`src/rtl/fact_arbiter.sv`:
```
// Round-robin arbiter sharing one factorial engine between two requesters.
// One transaction at a time; a watchdog forces completion if the engine never answers.
module fact_arbiter #(
    parameter int unsigned N_W            = 4,
    parameter int unsigned RES_W          = 32,
    parameter int unsigned TIMEOUT_CYCLES = 64
) (
    input  logic             CLK,
    input  logic             RST,
    input  logic             req0,
    input  logic [N_W-1:0]   n0,
    input  logic             req1,
    input  logic [N_W-1:0]   n1,
    output logic             ack0,
    output logic             ack1,
    output logic [RES_W-1:0] result,
    output logic             error,
    output logic             timeout,
    output logic             busy,
    output logic             gnt_id,
    output logic             fact_go,
    output logic [N_W-1:0]   fact_n,
    input  logic             fact_done,
    input  logic             fact_error,
    input  logic [RES_W-1:0] fact_result
);

    localparam int unsigned WD_W = (TIMEOUT_CYCLES > 2) ? $clog2(TIMEOUT_CYCLES) : 1;
    localparam logic [WD_W-1:0] WD_LAST = WD_W'(TIMEOUT_CYCLES - 1);

    typedef enum logic [1:0] {StIdle, StIssue, StBusy, StResp} state_t;

    state_t          state;
    logic            ptr;
    logic [WD_W-1:0] watchdog;
    logic            any_req;
    logic            pick;

    // On a tie the pointer decides; otherwise the lone requester wins.
    always_comb begin
        any_req = req0 | req1;
        if (req0 && req1) begin
            pick = ptr;
        end else begin
            pick = req1;
        end
    end

    always_ff @(posedge CLK or posedge RST) begin
        if (RST) begin
            state    <= StIdle;
            ptr      <= 1'b0;
            watchdog <= '0;
            ack0     <= 1'b0;
            ack1     <= 1'b0;
            result   <= '0;
            error    <= 1'b0;
            timeout  <= 1'b0;
            busy     <= 1'b0;
            gnt_id   <= 1'b0;
            fact_go  <= 1'b0;
            fact_n   <= '0;
        end else begin
            fact_go <= 1'b0;
            ack0    <= 1'b0;
            ack1    <= 1'b0;
            unique case (state)
                StIdle: begin
                    if (any_req) begin
                        gnt_id  <= pick;
                        fact_n  <= pick ? n1 : n0;
                        error   <= 1'b0;
                        timeout <= 1'b0;
                        fact_go <= 1'b1;
                        busy    <= 1'b1;
                        state   <= StIssue;
                    end
                end
                StIssue: begin
                    watchdog <= '0;
                    state    <= StBusy;
                end
                StBusy: begin
                    watchdog <= watchdog + WD_W'(1);
                    // A done arriving on the expiry cycle still counts as a real answer.
                    if (fact_done) begin
                        result  <= fact_result;
                        error   <= fact_error;
                        timeout <= 1'b0;
                        ack0    <= ~gnt_id;
                        ack1    <= gnt_id;
                        state   <= StResp;
                    end else if (watchdog == WD_LAST) begin
                        result  <= '0;
                        error   <= 1'b1;
                        timeout <= 1'b1;
                        ack0    <= ~gnt_id;
                        ack1    <= gnt_id;
                        state   <= StResp;
                    end
                end
                StResp: begin
                    ptr   <= ~gnt_id;
                    busy  <= 1'b0;
                    state <= StIdle;
                end
                default: begin
                    state <= StIdle;
                    busy  <= 1'b0;
                end
            endcase
        end
    end

endmodule

```
`config.mk`:
```
export PLATFORM = sky130hd
export DESIGN_NAME = fact_arbiter
export DESIGN_NICKNAME = d
export VERILOG_FILES = /design/src/rtl/fact_arbiter.sv
export SDC_FILE = /design/constraint.sdc
export NUM_CORES = 1
export LEC_CHECK = 0
export CORE_MARGIN = 10
export CORE_UTILIZATION = 44
export CTS_BUF_LIST = sky130_fd_sc_hd__clkbuf_4 sky130_fd_sc_hd__clkbuf_8
export DETAILED_ROUTE_END_ITERATION = 8
export PLACE_DENSITY_LB_ADDON = 0.1
export SYNTH_ARGS = -nofsm -noshare
export SYNTH_HDL_FRONTEND = slang
export SYNTH_SLANG_ARGS = --single-unit
```
`constraint.sdc`:
```
create_clock -name CLK -period 2.3 [get_ports CLK]
set_clock_uncertainty 0.05 [all_clocks]
set_input_delay 0.46 -clock CLK [delete_from_list [all_inputs] [get_ports CLK]]
set_output_delay 0.46 -clock CLK [all_outputs]
set_load 0.05 [all_outputs]
```
==> reports/metrics.cfg <==
[sta]
post-route-min-period_ns=2.09
max_freq_mhz=479
slew_violations=0
hold_viol=0
worst_pin_slew_ns=0.541
rsz0062_at_grt=false
slew_headroom_pct=63.8
finalSetupViolCount=0
fin_setup_tns_ns=0
period_share_pct=90.7

[clock_network]
hold_buffers=0
cts_made_buffers=5
clk_pin_slew_ns=0.09
clock-root-buffer=clkbuf_8
numClockSinks=52
insertion_delay_ns=0.30
post-cts-setup-buffers=0
cts_resized=0
cts.path.max_buffers=2
ctsHtreeMaxLevel=2
cts_tree=built

[logic_synthesis]
synth-seq-cells=52
avgSynthCellArea_um2=12.7
syn-num-nets=219
synth_edf_count=0
yosysUniqueCellTypes=29
synth-seq-area-share_pct=61.1
postSynthCellCount=168
yosys_warnings=0
synth_ff_type=dfrtp_1
synthArstFlopShare_pct=100
syn_area_um2=2130

[power_and_ir_drop]
max-vdd-ir-drop_mv=0.739
power_leakage_uw=0.00143
pwr_density_cell_nw_per_um2=1560
power.total_uw=4910

[worst_hold_path]
hp-class=register to register

[global_routing]
grt_pass1_vias=1597
antenna_found_initial=0
grtUsageMet2_pct=23.1
gr-usage-met3_pct=3.79
grt_max_degree=53
use_met1_pct=18.3
grt_pass1_wl_um=8780
track_usage_pct=14.4
grt-ovfl-total=0
grt_busiest_layer=met2

[job]
drv_cap=0

[floorplan]
dieArea_um2=8020
die_width_um=89.6
die_y_um=89.6
ios=89
start_util_pct=45.4
rows=25
core_um2=4690

[layout]
fin_cells=312
antenna_cells=0
area_growth_pct=47.7
regArea_um2=1300
postLayoutCellArea_um2=3140
multi_input_area_um2=723
drive_gt1_share_pct=8.91
fill_cells=382
fin_nets=308
final_util_pct=67.0

[worst_setup_path]
critPathKind=register to primary output
cp_max_fo=5
cpMaxStageDelayCell=clkdlybuf4s50_1
critPathTopFamily=buffers and inverters
path_buf_inv=1
cp-end-kind=primary output
critPathMaxStageDelay_ns=0.84
path_cells=clkdlybuf4s50_1
cp.required_ns=1.79
critical_path_arrival_ns=1.58
cp-start-kind=register

[routing]
vias_per_cell=5.30
drc=0
num_vias=1653
postRouteAntennaNets=0
wire_per_inst_um=18.3
drt_iter0_drc=91
dr.pass1.iters=6
routed_wl_um=5730

[placed_design]
place_congestion=0.826
dpl_cell_area_um2=3050
io_buffers=88
dp_cells=304
dp_hpwl_um=4280

[run_status]
status=finished clean

-- placed cells by master (no fill, tap or decap), types with 3 or more instances in the layout --
cell	instances
inv_1	8
a21oi_1	5
clkdlybuf4s50_1	88
nor2_1	7
ha_1	5
clkbuf_8	6
dfrtp_1	52
o21ai_0	14
a22o_2	3
mux2i_1	5
a22o_1	29
nand2_1	10
-- state kept, by name (all words and copies together) (netlist names), 2 cells and up --
signal / flops
state: 2
watchdog: 6
fact_n: 4
result: 32
-- final timing paths --
path	start	end	slack, ns	cells after the start
worst max-delay path	gnt_id$_DFFE_PP0P_	gnt_id	0.21	1
worst min-delay path	fact_n[1]$_DFFE_PP0P_	fact_n[1]$_DFFE_PP0P_	0.44	2
worst max register to register	state[0]$_DFFE_PP0P_	result[10]$_DFFE_PP0P_	0.52	6
worst min register to register	fact_n[1]$_DFFE_PP0P_	fact_n[1]$_DFFE_PP0P_	0.44	2
max in group asynchronous	RST	result[12]$_DFFE_PP0P_	1.50	3
min in group asynchronous	RST	fact_n[2]$_DFFE_PP0P_	0.47	3
-- stage by stage --
step | setup slack (ns) | hold WS, ns
after floorplan | 0.532 | 0.428
after global placement | 0.446 | 0.412
after detailed placement | 0.410 | 0.424
after CTS | 0.192 | 0.444
after global routing | 0.145 | 0.466
final | 0.214 | 0.438
-- final cells by class --
type / instances / area share, %
tap: 54 / 2.15
timing repair buffer: 90 / 29.3
clock buffer: 8 / 3.10
multi-input combinational: 99 / 23.0
sequential: 52 / 41.4
inverter: 9 / 1.07
-- synthesized netlist by cell type, types with 3 or more instances --
cell type / n / area [µm²]
a21oi_1: 5 / 25.0
a22o_1: 29 / 254
a22o_2: 3 / 30.0
buf_4: 5 / 37.5
buf_6: 3 / 33.8
dfrtp_1: 52 / 1300
ha_1: 5 / 62.6
inv_1: 9 / 33.8
mux2i_1: 5 / 50.1
nand2_1: 10 / 37.5
nor2_1: 7 / 26.3
o21ai_0: 14 / 70.1
-- cell families (layout without fill, tap and decap cells) --
kind of cell | count (synthesis) | count (layout) | synth area share (%)
xor gates and xnor gates | 1 | 1 | 0.411
adders and majority gates | 5 | 5 | 2.94
AOI/OAI and AO/OA | 58 | 58 | 20.9
and+or+nand+nor | 29 | 29 | 6.82
buffers and inverters | 17 | 107 | 4.94
muxes | 6 | 6 | 2.88
DFF | 52 | 52 | 61.1
-- layer usage --
layer | up-vias | routed length (µm) | share of wire (%)
met5 | - | 0 | 0
met2 | 61 | 2750 | 48
li1 | 782 | - | -
met3 | 8 | 450 | 7.9
met4 | 0 | 75 | 1.3
met1 | 802 | 2450 | 43
-- where the power goes --
group	internal (µW)	switching [µW]
combinational	1030	1830
clock	269	276
sequential	1290	219
(Power assumes the default switching activity.)
